File: src/rtl/risc_v_32_i_pkg.sv
// ---------------------------------------------------------------------------
// risc_v_32_i_pkg
// Shared RV32I definitions:
//   imm_select_e   - instruction format selector (UNKNOWN means R-format)
//   IMM*_MIN/MAX   - signed ranges representable by the I/S, B and J
//                    immediate fields
//   instr_fields_t - decoded instruction fields, used as the S1 register
//                    of instr_encoder and as the input of instr_pack
// ---------------------------------------------------------------------------
package risc_v_32_i_pkg;

    typedef enum logic [2:0] {
        IMM_I_TYPE       = 3'd0,
        IMM_S_TYPE       = 3'd1,
        IMM_B_TYPE       = 3'd2,
        IMM_U_TYPE       = 3'd3,
        IMM_J_TYPE       = 3'd4,
        IMM_UNKNOWN_TYPE = 3'd5
    } imm_select_e;

    // 12-bit immediate (I and S formats)
    localparam int IMM12_MIN = -2048;
    localparam int IMM12_MAX = 2047;
    // 13-bit branch offset, bit 0 implied zero
    localparam int IMM13_MIN = -4096;
    localparam int IMM13_MAX = 4094;
    // 21-bit jump offset, bit 0 implied zero
    localparam int IMM21_MIN = -1048576;
    localparam int IMM21_MAX = 1048574;

    typedef struct packed {
        imm_select_e imm_sel;
        logic [6:0]  opcode;
        logic [4:0]  rd;
        logic [4:0]  rs1;
        logic [4:0]  rs2;
        logic [2:0]  funct3;
        logic [6:0]  funct7;
        logic [31:0] imm;
    } instr_fields_t;

endpackage

File: src/rtl/instr_pack.sv
// ---------------------------------------------------------------------------
// instr_pack
// Purely combinational RV32I field packer. Places register, funct and
// immediate fields into a 32-bit instruction word according to the format
// in fields.imm_sel. Immediates are truncated to the bits the format can
// carry; any unrecognised selector packs as R-format.
// Ports:
//   fields - decoded instruction fields (instr_fields_t)
//   instr  - packed 32-bit instruction word
// ---------------------------------------------------------------------------
module instr_pack
    import risc_v_32_i_pkg::*;
(
    input  instr_fields_t fields,
    output logic [31:0]   instr
);

    always_comb begin
        instr = '0;
        case (fields.imm_sel)
            IMM_I_TYPE: instr = {fields.imm[11:0], fields.rs1, fields.funct3,
                                 fields.rd, fields.opcode};
            IMM_S_TYPE: instr = {fields.imm[11:5], fields.rs2, fields.rs1,
                                 fields.funct3, fields.imm[4:0], fields.opcode};
            // B and J scramble the offset bits so that the sign bit always
            // sits in instr[31], matching the core's sign extender.
            IMM_B_TYPE: instr = {fields.imm[12], fields.imm[10:5], fields.rs2,
                                 fields.rs1, fields.funct3, fields.imm[4:1],
                                 fields.imm[11], fields.opcode};
            IMM_U_TYPE: instr = {fields.imm[31:12], fields.rd, fields.opcode};
            IMM_J_TYPE: instr = {fields.imm[20], fields.imm[10:1], fields.imm[11],
                                 fields.imm[19:12], fields.rd, fields.opcode};
            default:    instr = {fields.funct7, fields.rs2, fields.rs1,
                                 fields.funct3, fields.rd, fields.opcode};
        endcase
    end

endmodule

File: src/rtl/instr_encoder.sv
// ---------------------------------------------------------------------------
// instr_encoder
// Streaming RV32I instruction encoder, two-stage valid/ready pipeline.
//   S1 registers the decoded input fields (plus the range error),
//   S2 registers the packed word (plus the error flag).
// Optional macro IMM_RANGE_CHECK_EN: when defined, immediates that the
// selected format cannot represent raise err_o and are counted in the
// saturating err_cnt_o. When undefined, err_o/err_cnt_o are tied to zero and
// no range logic exists. Packing and handshake are identical in both builds.
// Ports:
//   clk_i, rst_n_i            - clock, asynchronous active-low reset
//   valid_i, ready_o          - input handshake
//   imm_sel_i, opcode_i, rd_i, rs1_i, rs2_i, funct3_i, funct7_i, imm_i
//                             - decoded instruction fields
//   valid_o, ready_i          - output handshake
//   instr_o                   - encoded instruction
//   err_o                     - immediate not representable (with valid_o)
//   err_cnt_o                 - saturating count of emitted error beats
// ---------------------------------------------------------------------------
module instr_encoder
    import risc_v_32_i_pkg::*;
#(
    parameter int XLEN = 32
) (
    input  logic            clk_i,
    input  logic            rst_n_i,
    input  logic            valid_i,
    output logic            ready_o,
    input  imm_select_e     imm_sel_i,
    input  logic [6:0]      opcode_i,
    input  logic [4:0]      rd_i,
    input  logic [4:0]      rs1_i,
    input  logic [4:0]      rs2_i,
    input  logic [2:0]      funct3_i,
    input  logic [6:0]      funct7_i,
    input  logic [XLEN-1:0] imm_i,
    output logic            valid_o,
    input  logic            ready_i,
    output logic [31:0]     instr_o,
    output logic            err_o,
    output logic [7:0]      err_cnt_o
);

    logic          s1_valid;
    instr_fields_t s1_fields;
    logic          s2_valid;
    logic [31:0]   s2_instr;
    instr_fields_t in_fields;
    logic [31:0]   packed_word;
    logic          en1;
    logic          en2;

    // A stage may load when it is empty or when the stage after it frees up
    // in the same cycle; this keeps full rate with ready_i held high.
    assign en2     = !s2_valid || ready_i;
    assign en1     = !s1_valid || en2;
    assign ready_o = en1;

    always_comb begin
        in_fields.imm_sel = imm_sel_i;
        in_fields.opcode  = opcode_i;
        in_fields.rd      = rd_i;
        in_fields.rs1     = rs1_i;
        in_fields.rs2     = rs2_i;
        in_fields.funct3  = funct3_i;
        in_fields.funct7  = funct7_i;
        in_fields.imm     = imm_i;
    end

    // S1: capture the fields of an accepted beat. Fields are only reloaded on
    // a real beat so that idle inputs do not toggle the register.
    always_ff @(posedge clk_i or negedge rst_n_i) begin
        if (!rst_n_i) begin
            s1_valid  <= 1'b0;
            s1_fields <= '0;
        end else if (en1) begin
            s1_valid <= valid_i;
            if (valid_i) begin
                s1_fields <= in_fields;
            end
        end
    end

    instr_pack u_pack (
        .fields (s1_fields),
        .instr  (packed_word)
    );

    // S2: hold the packed word. Reset is asynchronous so valid_o drops the
    // moment rst_n_i falls.
    always_ff @(posedge clk_i or negedge rst_n_i) begin
        if (!rst_n_i) begin
            s2_valid <= 1'b0;
            s2_instr <= '0;
        end else if (en2) begin
            s2_valid <= s1_valid;
            if (s1_valid) begin
                s2_instr <= packed_word;
            end
        end
    end

    assign valid_o = s2_valid;
    assign instr_o = s2_instr;

`ifdef IMM_RANGE_CHECK_EN
    logic               range_err;
    logic               s1_err;
    logic               s2_err;
    logic [7:0]         err_cnt;
    logic signed [31:0] imm_s;

    assign imm_s = $signed(imm_i);

    // Range check on the raw input so the result travels with the beat.
    // B and J offsets must also be even since bit 0 is not encoded.
    always_comb begin
        range_err = 1'b0;
        case (imm_sel_i)
            IMM_I_TYPE,
            IMM_S_TYPE: range_err = (imm_s < IMM12_MIN) || (imm_s > IMM12_MAX);
            IMM_B_TYPE: range_err = (imm_s < IMM13_MIN) || (imm_s > IMM13_MAX)
                                    || imm_i[0];
            IMM_J_TYPE: range_err = (imm_s < IMM21_MIN) || (imm_s > IMM21_MAX)
                                    || imm_i[0];
            IMM_U_TYPE: range_err = |imm_i[11:0];
            default:    range_err = 1'b0;
        endcase
    end

    always_ff @(posedge clk_i or negedge rst_n_i) begin
        if (!rst_n_i) begin
            s1_err <= 1'b0;
        end else if (en1 && valid_i) begin
            s1_err <= range_err;
        end
    end

    always_ff @(posedge clk_i or negedge rst_n_i) begin
        if (!rst_n_i) begin
            s2_err <= 1'b0;
        end else if (en2 && s1_valid) begin
            s2_err <= s1_err;
        end
    end

    // Count error beats only when they actually leave (output handshake),
    // saturating at all-ones.
    always_ff @(posedge clk_i or negedge rst_n_i) begin
        if (!rst_n_i) begin
            err_cnt <= '0;
        end else if (s2_valid && ready_i && s2_err && (err_cnt != 8'hFF)) begin
            err_cnt <= err_cnt + 8'd1;
        end
    end

    assign err_o     = s2_err;
    assign err_cnt_o = err_cnt;
`else
    assign err_o     = 1'b0;
    assign err_cnt_o = 8'd0;
`endif

endmodule

File: config.mk
export PLATFORM = sky130hd
export DESIGN_NAME = instr_encoder
export DESIGN_NICKNAME = d
export VERILOG_FILES = /design/src/rtl/risc_v_32_i_pkg.sv /design/src/rtl/instr_pack.sv /design/src/rtl/instr_encoder.sv
export SDC_FILE = /design/constraint.sdc
export NUM_CORES = 1
export LEC_CHECK = 0
export BUFFER_PORTS_ARGS = -buffer_cell sky130_fd_sc_hd__buf_2
export CORE_MARGIN = 8
export CORE_UTILIZATION = 55
export CTS_BUF_LIST = sky130_fd_sc_hd__clkbuf_4
export DETAILED_ROUTE_END_ITERATION = 16
export HOLD_SLACK_MARGIN = 0.06
export PLACE_DENSITY = 0.88
export SYNTH_ARGS = -nofsm -noshare
export SYNTH_HDL_FRONTEND = slang
export SYNTH_HIERARCHICAL = 1
export SYNTH_SLANG_ARGS = --single-unit
File: constraint.sdc
create_clock -name clk_i -period 2.1 [get_ports clk_i]
set_clock_uncertainty 0.2 [all_clocks]
set_input_delay 0.105 -clock clk_i [delete_from_list [all_inputs] [get_ports clk_i]]
set_output_delay 0.105 -clock clk_i [all_outputs]
set_load 0.005 [all_outputs]
-- Word-level counts from Yosys, hierarchy flattened
Cells that the tools add are included.
- flip-flop bits (word level): 101
- output and inout port bits: 43
- logic and storage cells: 23
- mux-type cells: 1
- reduce and logical (&&, ||, !) cells: 7
- equal/unequal tests: 4
- operators by type and width (kind ; number):
    case mux 32 bit (5 select lines) ; 1
    == test 3 x 2 -> 1 bit (second input constant) ; 2
    AND reduction 2 bit ; 2
    == test 3 x 1 -> 1 bit (second input constant) ; 1
    == test 3 bit (second input constant) ; 1
    zero test 3 bit ; 1
    zero test 1 bit ; 2
    logical OR 1 bit ; 2

-- Depth between registers and ports, before layout
- depth in word-level cells: 4
- gate-level depth with buffers: 6

-- Modules after synthesis
Netlist, hierarchy kept.
- by module, submodules not included (module ; times used ; area an instance (um2) ; cells an instance):
    instr_encoder ; 1 ; 3957.5 ; 226
    instr_pack ; 1 ; 824.5 ; 115

-- Worst setup path before layout
Ideal clock, no wire load.
- path type: register -> register
- start: register s1_fields[64] in the netlist's numbering
- end: register s2_instr[16], in the netlist instr_o[16]
- library setup time: 0.128 ns
- buffers on the path: 2
- path slack: 0.291 ns
- clock period less this slack: 1.809 ns
- stages on the path, launching flop included: 6
- data arrival time: 1.482 ns
- cells stage by stage: dfrtp_1 buf_4 or3_1 buf_2 o221a_1 mux2_1
- word-level cells in the longest chain between the ends: 2
- elaborated cells between the ends (all ways): 6
- ends and longest elaborated chain (element ; RTL line ; text):
    start, declared ; instr_encoder.sv:45 ; instr_fields_t s1_fields;
    start signal, assigned ; instr_encoder.sv:79 ; s1_fields <= in_fields;
    == test 3 bit (tied with other cells) ; instr_pack.sv:20 ; case (fields.imm_sel)
    case mux 32 bit (5 select lines) (*) ; instr_pack.sv:20 ;
    via packed_word[16] ; instr_encoder.sv:49 ; logic [31:0] packed_word;
    end signal, assigned ; instr_encoder.sv:98 ; s2_instr <= packed_word;
    end, declared ; instr_encoder.sv:47 ; logic [31:0] s2_instr;
The timed path passes the listed nets; every way through them passes the cells marked *.
A chain may end at the register's enable or synchronous reset.

-- Worst setup path in the final report
- start: register s2_valid, in the netlist valid_o
- end: register s1_fields[14] in the netlist's numbering
- word-level cells in the longest chain between the ends: 4
- ends and longest elaborated chain (element ; RTL line ; text):
    start, declared ; instr_encoder.sv:46 ; logic s2_valid;
    start signal, assigned ; instr_encoder.sv:96 ; s2_valid <= s1_valid;
    zero test 1 bit ; instr_encoder.sv:55 ; assign en2 = !s2_valid || ready_i;
    logical OR 1 bit ; instr_encoder.sv:55 ;
    logical OR 1 bit ; instr_encoder.sv:56 ; assign en1 = !s1_valid || en2;
    AND reduction 2 bit (no line) ; - ;
No other way between the ends.

==> results.json <==
{
  "status": "complete, no violations",
  "cp_max_fo": 13,
  "worstSetupStartpointType": "register",
  "num_vias": 3458,
  "setup_violations": 0,
  "grt_max_degree": 46,
  "cts_sinks": 101,
  "holdPathEnd": "s1_fields[53]$_DFFE_PN0P_",
  "min_period_over_period_pct": 96.4,
  "synth.most_common_cell": "dfrtp_1",
  "drc": 0,
  "synth_top_area_cell": "dfrtp_1",
  "syn_avg_cell_area_um2": 14.0,
  "grt_remaining_overflow": 0,
  "maxCapViolCount": 0,
  "slew_headroom_pct": 60.5,
  "track_usage_pct": 21.6,
  "r2r_cells": 4,
  "worstPathRequired_ps": 2240,
  "ioPinCount": 114,
  "synth_cells": 341,
  "design_area_mm2": 0.00637,
  "vias_per_cell": 5.44,
  "numCtsBuffers": 9,
  "min_from": "rd_i[1]",
  "die_h_um": 109,
  "crit_start": "valid_o$_DFFE_PN0P_",
  "htreeDepth": 3,
  "grt_pass1_vias": 3904,
  "synth.cell_area_mm2": 0.00478,
  "synth-edff-count": 0,
  "utilization_pct": 74.2,
  "hold_violations": 0,
  "first_iter_violations": 235,
  "power_leakage_nw": 2.93,
  "fin_setup_tns_ps": 0,
  "synth_cell_types": 33,
  "cts_tree": "yes",
  "numPortBuffers": 104,
  "antenna_found_initial": 0,
  "synthArstFlopShare_pct": 100,
  "hold_path_depth": 3,
  "setup_ws_ps": 74.6,
  "whs_ps": 202,
  "drive_above_1_share_pct": 46.5,
  "ir_drop_v": 0.000477,
  "rr_endpoint": "s1_fields[14]$_DFFE_PN0P_",
  "power_mw": 5.70,
  "rsz0062_at_grt": "false",
  "ys_seq_elements": 101,
  "rows": 34,
  "synth_seq_area_share_pct": 52.9,
  "coreArea_mm2": 0.00859,
  "ys_top_cells_by_area": "dfrtp_1 (53%), mux2_2 (17%), mux2_4 (9.4%)",
  "drv_slew": 0,
  "num-nets-final": 593,
  "dp_cells": 540,
  "period_needed_ps": 2030,
  "hp-class": "in -> reg",
  "post_cts_buffers": 0,
  "cts_root_buffer": "clkbuf_4",
  "cp_data_arrival_time_ps": 2160,
  "place_ws_ps": 109,
  "final_cells": 636,
  "wl_per_cell_um": 19.5,
  "synth_top_cell_area_share_pct": 52.9,
  "postRouteAntennaNets": 0,
  "clk_path_buf_depth": 2,
  "syn_to_final_growth_pct": 33.3,
  "powerDensity_mw_per_mm2": 894,
  "first_pass_iters": 4,
  "r2r_start": "valid_o$_DFFE_PN0P_",
  "max_freq_mhz": 494,
  "reg2reg_slack_ps": 70,
  "synth_ff_type": "dfrtp_1",
  "path_class": "reg -> reg",
  "gp_congestion": 0.785,
  "yosys-top-cells-count": "dfrtp_1 (101), mux2_2 (72), mux2_4 (30), buf_4 (22)",
  "end_kind": "register",
  "start_util_pct": 55.6,
  "grt_pass1_wl_mm": 19.8,
  "die-area_mm2": 0.0119,
  "tightest_slew_ps": 592,
  "drt_wl_total_mm": 12.4,
  "die_w_um": 109,
  "path_clk_slew_ps": 160,
  "clock_latency_ps": 450,
  "hpwl_mm": 7.79,
  "place_area_mm2": 0.00537,
  "ys_warn_count": 6
}
==> state kept, by name, indices dropped and copies added (netlist names) <==
register and cells:
instr_o 32, s1_valid 1, valid_o 1, s1_fields 67
==> layout by cell type, fill, tap and decap left out, types with 2 or more instances in the layout <==
master | netlist | routed
a211oi_1 | 5 | 5
a21oi_1 | 11 | 11
buf_12 | 0 | 3
buf_2 | 8 | 103
buf_4 | 22 | 15
bufinv_16 | 0 | 4
clkbuf_4 | 0 | 10
conb_1 | 1 | 9
dfrtp_1 | 101 | 101
dlygate4sd3_1 | 0 | 79
mux2_1 | 2 | 2
mux2_2 | 72 | 72
mux2_4 | 30 | 30
mux2i_1 | 8 | 8
nand2b_1 | 3 | 3
nor2_1 | 11 | 11
nor2b_1 | 7 | 7
nor3_1 | 2 | 2
nor3b_1 | 8 | 8
o21ai_0 | 9 | 9
o221a_1 | 8 | 8
o22ai_1 | 6 | 6
o32ai_1 | 7 | 7
==> area by class of cell <==
cell class | instances | area (µm²)
antenna | 1 | 2.50
clock buffer | 10 | 75.1
clock inverter | 6 | 134
fill | 552 | 2220
inverter | 2 | 10.0
multi-input combinational | 208 | 2010
sequential | 101 | 2530
tap | 108 | 135
timing repair buffer | 200 | 1480
==> routing by layer <==
metal / global-route usage [%] / routed length [µm] / vias up
met5: 0 / 0 / -
met1: 24.4 / 4820 / 1724
met3: 6.56 / 859 / 28
li1: - / - / 1576
met2: 36.7 / 6370 / 130
met4: 10.2 / 357 / 0
==> how the worst max path moves through the flow <==
stage,to,slack [ps]
2_1_floorplan,instr_o[16]$_DFFE_PN0P_,290
3_3_place_gp,instr_o[16]$_DFFE_PN0P_,150
3_5_place_dp,instr_o[16]$_DFFE_PN0P_,110
4_1_cts,instr_o[16]$_DFFE_PN0P_,90
5_1_grt,s1_fields[41]$_DFFE_PN0P_,10
6_report,s1_fields[14]$_DFFE_PN0P_,70
==> power breakdown <==
group	total, mW	internal [mW]	leakage, nW	switching [mW]
combinational	1.64	0.968	1.64	0.674
clock	1.39	0.739	0.111	0.647
sequential	2.67	2.36	1.17	0.305
total	5.70	4.07	2.93	1.63
==> logic make-up (layout without fill, tap and decap cells) <==
kind of cell	after synthesis	count (layout)	synth area share, %
muxes	113	113	29.0
DFF	101	101	52.9
AOI/OAI and AO/OA	48	48	7.20
buffers and inverters	40	218	5.91
and+or+nand+nor	36	36	4.58
adders and majority gates	1	1	0.209
other	1	10	0.0784
xor gates and xnor gates	1	1	0.183
==> what timing repair did <==
item / CTS / global route
setup endpoints to repair: 0 / 3
hold buffers: 79 / 0
resized for setup: 0 / 1
endpoints found under the hold margin: 170 / 0
==> critical path, stage by stage (launching register included) <==
cell and delay [ps]:
dfrtp_1 460, nand3b_4 120, nand2_4 220, mux2_2 360, dlygate4sd3_1 550
Power figures use the tool's default switching activity.
